==> src/rtl/clk_div_monitor.sv <==
// Measures the period of a divided clock sampled as data in the fast clock domain and
// reports lock / sticky fault status against an expected ratio.
module clk_div_monitor #(
    parameter int unsigned EXPECTED   = 8,
    parameter int unsigned TOL        = 1,
    parameter int unsigned LOCK_COUNT = 4,
    parameter int unsigned TIMEOUT    = 64,
    parameter int unsigned CW         = 16
) (
    input  logic          clk_i,
    input  logic          rst_i,
    input  logic          div_i,
    input  logic          clr_i,
    output logic          edge_o,
    output logic          valid_o,
    output logic [CW-1:0] period_o,
    output logic          locked_o,
    output logic          fault_o
);

    typedef enum logic [1:0] {StIdle, StMeasure, StLocked, StFault} state_e;

    localparam logic [CW-1:0] GoodLo     = CW'(EXPECTED - TOL);
    localparam logic [CW-1:0] GoodHi     = CW'(EXPECTED + TOL);
    localparam logic [CW-1:0] TimeoutCnt = CW'(TIMEOUT);
    localparam logic [CW-1:0] CntOne     = CW'(1);
    localparam logic [3:0]    LockTarget = 4'(LOCK_COUNT);

    logic          s1, s2, s3;
    logic [CW-1:0] cnt_q;
    logic [3:0]    good_cnt_q, good_cnt_d;
    state_e        state_q, state_d;
    logic          e, good, timeout, cnt_max;

    assign e       = s2 & ~s3;
    assign cnt_max = (cnt_q == {CW{1'b1}});
    assign good    = (cnt_q >= GoodLo) && (cnt_q <= GoodHi);
    assign timeout = (cnt_q >= TimeoutCnt) && !e;

    always_comb begin
        state_d    = state_q;
        good_cnt_d = good_cnt_q;
        if (clr_i) begin
            state_d    = StIdle;
            good_cnt_d = 4'd0;
        end else begin
            unique case (state_q)
                StIdle: begin
                    if (e) begin
                        state_d    = StMeasure;
                        good_cnt_d = 4'd0;
                    end else if (timeout) begin
                        state_d = StFault;
                    end
                end
                StMeasure: begin
                    if (e && good) begin
                        if (good_cnt_q + 4'd1 == LockTarget) begin
                            state_d    = StLocked;
                            good_cnt_d = 4'd0;
                        end else begin
                            good_cnt_d = good_cnt_q + 4'd1;
                        end
                    end else if (e) begin
                        good_cnt_d = 4'd0;
                    end else if (timeout) begin
                        state_d = StFault;
                    end
                end
                StLocked: begin
                    if ((e && !good) || timeout) begin
                        state_d = StFault;
                    end
                end
                StFault: state_d = StFault;
            endcase
        end
    end

    always_ff @(posedge clk_i) begin
        if (rst_i) begin
            s1         <= 1'b0;
            s2         <= 1'b0;
            s3         <= 1'b0;
            cnt_q      <= '0;
            good_cnt_q <= 4'd0;
            state_q    <= StIdle;
            edge_o     <= 1'b0;
            valid_o    <= 1'b0;
            period_o   <= '0;
            locked_o   <= 1'b0;
            fault_o    <= 1'b0;
        end else begin
            s1         <= div_i;
            s2         <= s1;
            s3         <= s2;
            edge_o     <= e;
            state_q    <= state_d;
            good_cnt_q <= good_cnt_d;
            // Status flags mirror the next state so they line up with state_q.
            locked_o   <= (state_d == StLocked);
            fault_o    <= (state_d == StFault);
            if (clr_i) begin
                cnt_q   <= '0;
                valid_o <= 1'b0;
            end else begin
                if (e) begin
                    cnt_q <= CntOne;
                end else if (!cnt_max) begin
                    cnt_q <= cnt_q + CntOne;
                end
                valid_o <= e && (state_q != StIdle);
                if (e && (state_q != StIdle)) begin
                    period_o <= cnt_q;
                end
            end
        end
    end

endmodule
==> config.mk <==
export PLATFORM = sky130hd
export DESIGN_NAME = clk_div_monitor
export DESIGN_NICKNAME = d
export VERILOG_FILES = /design/src/rtl/clk_div_monitor.sv
export SDC_FILE = /design/constraint.sdc
export NUM_CORES = 1
export LEC_CHECK = 0
export CAP_MARGIN = 15
export CORE_MARGIN = 5
export CORE_UTILIZATION = 58
export CTS_CLUSTER_SIZE = 28
export DETAILED_ROUTE_END_ITERATION = 12
export PLACE_DENSITY_LB_ADDON = 0.1
export REMOVE_ABC_BUFFERS = 1
export SLEW_MARGIN = 20
export SYNTH_ARGS = -nofsm -noshare
export SYNTH_HDL_FRONTEND = slang
export SYNTH_SLANG_ARGS = --single-unit
export TNS_END_PERCENT = 100
==> constraint.sdc <==
create_clock -name clk_i -period 3.6 [get_ports clk_i]
set_input_delay 0.72 -clock clk_i [delete_from_list [all_inputs] [get_ports clk_i]]
set_output_delay 0.72 -clock clk_i [all_outputs]
set_load 0.02 [all_outputs]
== Word level (Yosys, flattened, before mapping) ==
Index checks and enable logic that the tools add are counted.
Widths: inputs -> output; s select.

* Output and inout port bits: 20
* Register bits: 45
* Logic and storage cells: 56
* Input bits: 4

* Reductions and logical operators: 14
* Multiplexer cells: 14
* $lt $le $gt $ge: 3
* Bitwise gates (word level): 3
* $add $sub $neg: 2
* Equality and inequality tests: 8

{| class="wikitable"
|+ Operators by type and width
! kind !! count
|-
| $add 16x1->16 const B || 1
|-
| $eq 16x16->1 const B || 1
|-
| $ge 16x3->1 const B || 1
|-
| $ge 16x7->1 const B || 1
|-
| $le 16x4->1 const B || 1
|-
| $mux 2 || 7
|-
| $mux 4 || 3
|-
| $eq 2x2->1 const B || 4
|-
| $pmux 2 s4 || 1
|-
| $pmux 4 s2 || 1
|-
| $logic_and 1x1->1 || 5
|-
| $add 4x1->4 const B || 1
|-
| $eq 4x3->1 const B || 1
|-
| $reduce_bool 2->1 || 2
|-
| $reduce_or 3->1 || 1
|-
| $eq 2x1->1 const B || 1
|-
| $logic_not 1->1 || 2
|-
| $logic_not 2->1 || 1
|-
| $mux 1 || 2
|-
| $ne 2x2->1 const B || 1
|-
| $not 1->1 || 2
|-
| $reduce_and 2->1 || 1
|-
| $reduce_or 2->1 || 1
|-
| $and 1x1->1 || 1
|-
| $logic_or 1x1->1 || 1
|}

== Logic depth before layout (Yosys ltp) ==
* Word-level depth: 10
* Mapped depth: 7
* Depth with buffers taken out: 7

== Least setup slack after synthesis ==
No wires, ideal clock.

* Kind: input to register
* Start: in clr_i
* End: reg locked_o
* Required time: 3533 ps
* Library setup time: 67 ps
* Arrival: 1779 ps
* Path buffers: 0
* Stages: 4
* Path slack: 1754 ps
* Path through: or2_2 -> nor4_1 -> a222oi_1 -> nor2b_1

* Cells in the longest elaborated chain, start to end: 2

{| class="wikitable"
|+ Ends and longest elaborated chain
! what !! RTL line !! text
|-
| start: declaration || 13 || <nowiki>input logic clr_i,</nowiki>
|-
| $mux 2 || 43 || <nowiki>if (clr_i) begin</nowiki>
|-
| $eq 2x2->1 || 101 || <nowiki>locked_o <= (state_d == StLocked);</nowiki>
|-
| end signal: assignment || 101 ||
|-
| end: declaration || 17 || <nowiki>output logic locked_o,</nowiki>
|}

No other way between the ends.
A chain may end at the register's enable or synchronous reset.

==> impl_summary.txt <==
----------------------------------------------------
[Outcome]
  Outcome ... completed

[Logic synthesis]
  Cell taking the most area after synthesis ... sky130_fd_sc_hd__dfxtp_1
  Post-Synthesis Cells ... 232
  Post-synthesis sequential area ratio ... 46.33%
  Parity-gate share of the synthesized area counting xor and xnor cells ... 4.505%
  Complex-gate fraction of the synthesized area ... 10.49%
  Post-Synth Simple-Gate Area ... 30.69%
  Largest family of logic cells by synthesized area ... simple AND/OR/NAND/NOR gates
  Synth unique cells ... 38
  Seq cells post-synth ... 45
  Post-Syn Area ... 0.001944 mm2
  Total of warnings raised by yosys ... 0
  Proportion of synthesized flip-flops having asynchronous set or reset ... 0%
  Dominant synthesized flop cell ... sky130_fd_sc_hd__dfxtp_1
  Post-Synth Adder-Cell Area ... 3.218%
  Post-synth top area share ... 46.33%
  Top post-synthesis cells by area ... sky130_fd_sc_hd__dfxtp_1 46%, sky130_fd_sc_hd__nand2_1 7.9%, sky130_fd_sc_hd__a21oi_1 5.4%
  Share of synthesized area spent on multiplexers ... 1.030%
  Most numerous cell in the Yosys netlist ... sky130_fd_sc_hd__dfxtp_1
  Number of enable-type register cells in the synthesized netlist ... 0
  Syn avg cell area ... 8.381 um2
  Most instantiated cells after synthesis ... 45 x sky130_fd_sc_hd__dfxtp_1, 41 x sky130_fd_sc_hd__nand2_1, 27 x sky130_fd_sc_hd__nor2_1, 21 x sky130_fd_sc_hd__a21oi_1, 10 x sky130_fd_sc_hd__nand3_1

[Flow run]
  Max Cap Violations ... 0

[Cells and area]
  Signed area change from the synthesized netlist to the final layout ... 16.09%
  Antenna diodes ... 0
  Combined area of the multi-input logic cells ... 970.9 um2
  Share of final-layout standard cells stronger than drive strength 1 ... 7.087%
  Number of fill cells ... 298
  Post-layout instance area ... 0.002257 mm2
  Nets ... 262
  Reg area ... 900.9 um2

[Drt]
  First DRT Iteration DRCs ... 96
  Post-detailed-route count of antenna-violating nets ... 0
  Length of the first detailed-routing pass in iterations ... 4
  Total via count after detailed routing ... 1592
  Detail-routed via count per cell ... 5.307
  Post-detailed-routing wire length ... 3944 um
  Remaining routing DRC violations ... 0
  Avg WL per Cell ... 13.15 um

[Place]
  Place WS ... 0.8768 ns
  Placer Congestion ... 0.8323
  Sum of net half-perimeters after detailed placement ... 2833 um
  Instance area after placement ... 0.002201 mm2
  Port Buf Inserts ... 23

[Setup path]
  Arrival time of data at the critical path endpoint ... 2.67 ns
  Crit-path cells ... clkdlybuf4s50_1 -> buf_4 -> or2_2 -> nor4_1 -> a222oi_1 -> nor2b_1
  Critical path's slowest cell ... sky130_fd_sc_hd__nor4_1
  Critical Path Fanout Max ... 23
  Peak per-stage delay on the critical path ... 0.60 ns
  Crit start category ... input pin
  Worst path required time ... 3.92 ns
  Endpoint kind of the worst setup timing path ... flip-flop
  Kind of critical path ... input pin to flip-flop

[Hold path]
  HP Class ... flip-flop to flip-flop

[Timing]
  Worst Clk Skew ... 0.01071 ns
  Minimum clock period after layout ... 2.357 ns
  Pins over their slew limit ... 0
  Fin. Hold Viols ... 0
  Setup slack after layout ... 1.243 ns
  Final number of setup-violating endpoints ... 0
  Post-route worst hold slack ... 0.4637 ns
  Highest attainable clock frequency ... 0.4243 GHz
  Worst Tran Pin Value ... 0.6566 ns
  Total Neg Setup Slack ... 0 ns
  Unrepaired setup endpoints after global routing ... no
  Worst slew margin ... 55.82%
  Portion of the clock cycle consumed by the worst path in the final layout ... 65.47%

[Clock network]
  CTS root buffer ... sky130_fd_sc_hd__clkbuf_4
  CTS Hold Bufs ... 0
  Buffers inserted by post-CTS timing repair ... 0
  Clock sink count ... 45
  CTS clk-pin slew, worst paths ... 0.13 ns
  # resized after CTS ... 0
  Total CTS buffers ... 5
  Buffers from clock root to sink, at most ... 2
  Clock latency on the worst-skew pair ... 0.37 ns
  CTS H-tree depth ... 2
  Clock tree from TritonCTS ... yes

[GRT]
  Antenna violations before repair ... 0
  Overflow left after global routing ... 0
  Number of global-route vias before repair ... 1580
  All-Layer GR Usage ... 19.71%
  Maximum number of pins on one net before global-route repair ... 24
  Global-route wire length before repair ... 6775 um

[Power and ir drop]
  Max VDD drop ... 0.0002814 V
  Power per standard cell area ... 339.9 mW/mm2
  Static leakage ... 0.0007743 uW

[Floorplanning]
  Initial core utilization ... 59.20%
  Height of the die ... 67.90 um
  Number of top-level pins ... 24
  Core region area ... 0.003284 mm2
  Die W ... 67.90 um
  Die Outline Area ... 0.004610 mm2
  Num rows ... 21

----------------------------------------------------
## where the power goes
group	switching, uW	internal, uW
Combinational	15.5	9.74
Clock	162	76.3
Sequential	2.49	501
Total	180	587
## registers in the layout (all words and copies together), names as in the netlist
name        flops
cnt_q          16
locked_o        1
valid_o         1
fault_o         1
good_cnt_q      4
state_q         2
s1              1
period_o       16
s3              1
edge_o          1
s2              1
## path summary, 6_finish.rpt
path	start	end	slack [ns]	cells past startpoint
setup / recovery	rst_i	locked_o$_SDFF_PP0_	1.24	6
hold reg to reg	period_o[6]$_SDFFE_PP0P_	period_o[6]$_SDFFE_PP0P_	0.46	2
setup reg to reg	cnt_q[3]$_SDFFE_PP0P_	cnt_q[5]$_SDFFE_PP0P_	1.50	5
hold / removal	period_o[6]$_SDFFE_PP0P_	period_o[6]$_SDFFE_PP0P_	0.46	2
## critical path, delay by kind of cell
kind | cells | cell delay [ns]
AND/OR/NAND/NOR | 3 | 1.10
AO/OA/AOI/OAI | 1 | 0.25
buffers and inverters | 2 | 0.59
## through the flow
step / util, % / total power [uW] / cells
6_report: 68.72 / 767.3 / 300
5_1_grt: 68.72 / 803.3 / 300
4_1_cts: 68.72 / 776.8 / 300
3_5_place_dp: 67.01 / 539.8 / 292
3_3_place_gp: 67.01 / 539.5 / 292
2_1_floorplan: - / 527.0 / 221
## area by class of cell
| class | count | share of cell area (%) |
|---|---|---|
| multi-input combinational | 169 | 43.02 |
| sequential | 45 | 39.91 |
| timing repair buffer | 25 | 10.86 |
| tap | 46 | 2.550 |
| clock buffer | 6 | 1.829 |
| inverter | 7 | 1.164 |
| clock inverter | 2 | 0.6652 |
## layer usage
metal | vias up | routed length, um | GRT usage (%)
met2 | 22 | 1952 | 32.69
met3 | 9 | 139 | 6.076
met4 | 0 | 83 | 11.17
li1 | 822 | - | -
met1 | 739 | 1768 | 22.40
met5 | - | 0 | 0
## placed cells by master (no fill, tap or decap), types with 2 or more instances in the layout
cell type / count
sky130_fd_sc_hd__xnor2_1: 7
sky130_fd_sc_hd__nand4_1: 5
sky130_fd_sc_hd__nor4_1: 4
sky130_fd_sc_hd__nor2b_1: 5
sky130_fd_sc_hd__mux2i_1: 2
sky130_fd_sc_hd__and2_1: 2
sky130_fd_sc_hd__ha_1: 5
sky130_fd_sc_hd__nand4_2: 2
sky130_fd_sc_hd__nand3_1: 10
sky130_fd_sc_hd__a21oi_1: 21
sky130_fd_sc_hd__or3_1: 3
sky130_fd_sc_hd__nand2_1: 41
sky130_fd_sc_hd__and3_1: 3
sky130_fd_sc_hd__buf_4: 2
sky130_fd_sc_hd__xor2_1: 3
sky130_fd_sc_hd__clkbuf_4: 5
sky130_fd_sc_hd__nor2_1: 27
sky130_fd_sc_hd__dfxtp_1: 45
sky130_fd_sc_hd__or2_2: 2
sky130_fd_sc_hd__nor4_2: 2
sky130_fd_sc_hd__nand2b_1: 3
sky130_fd_sc_hd__o21ai_0: 5
sky130_fd_sc_hd__inv_1: 7
sky130_fd_sc_hd__nor3_1: 3
sky130_fd_sc_hd__clkdlybuf4s50_1: 23
sky130_fd_sc_hd__clkinvlp_4: 2
## logic make-up after synthesis
kind of cell	Yosys count
fa+ha+maj	5
buf+inv	18
simple gates	117
compound gates	35
xor+xnor	10
flops	45
mux	2
Note: power is estimated with default switching activity, not from simulation.
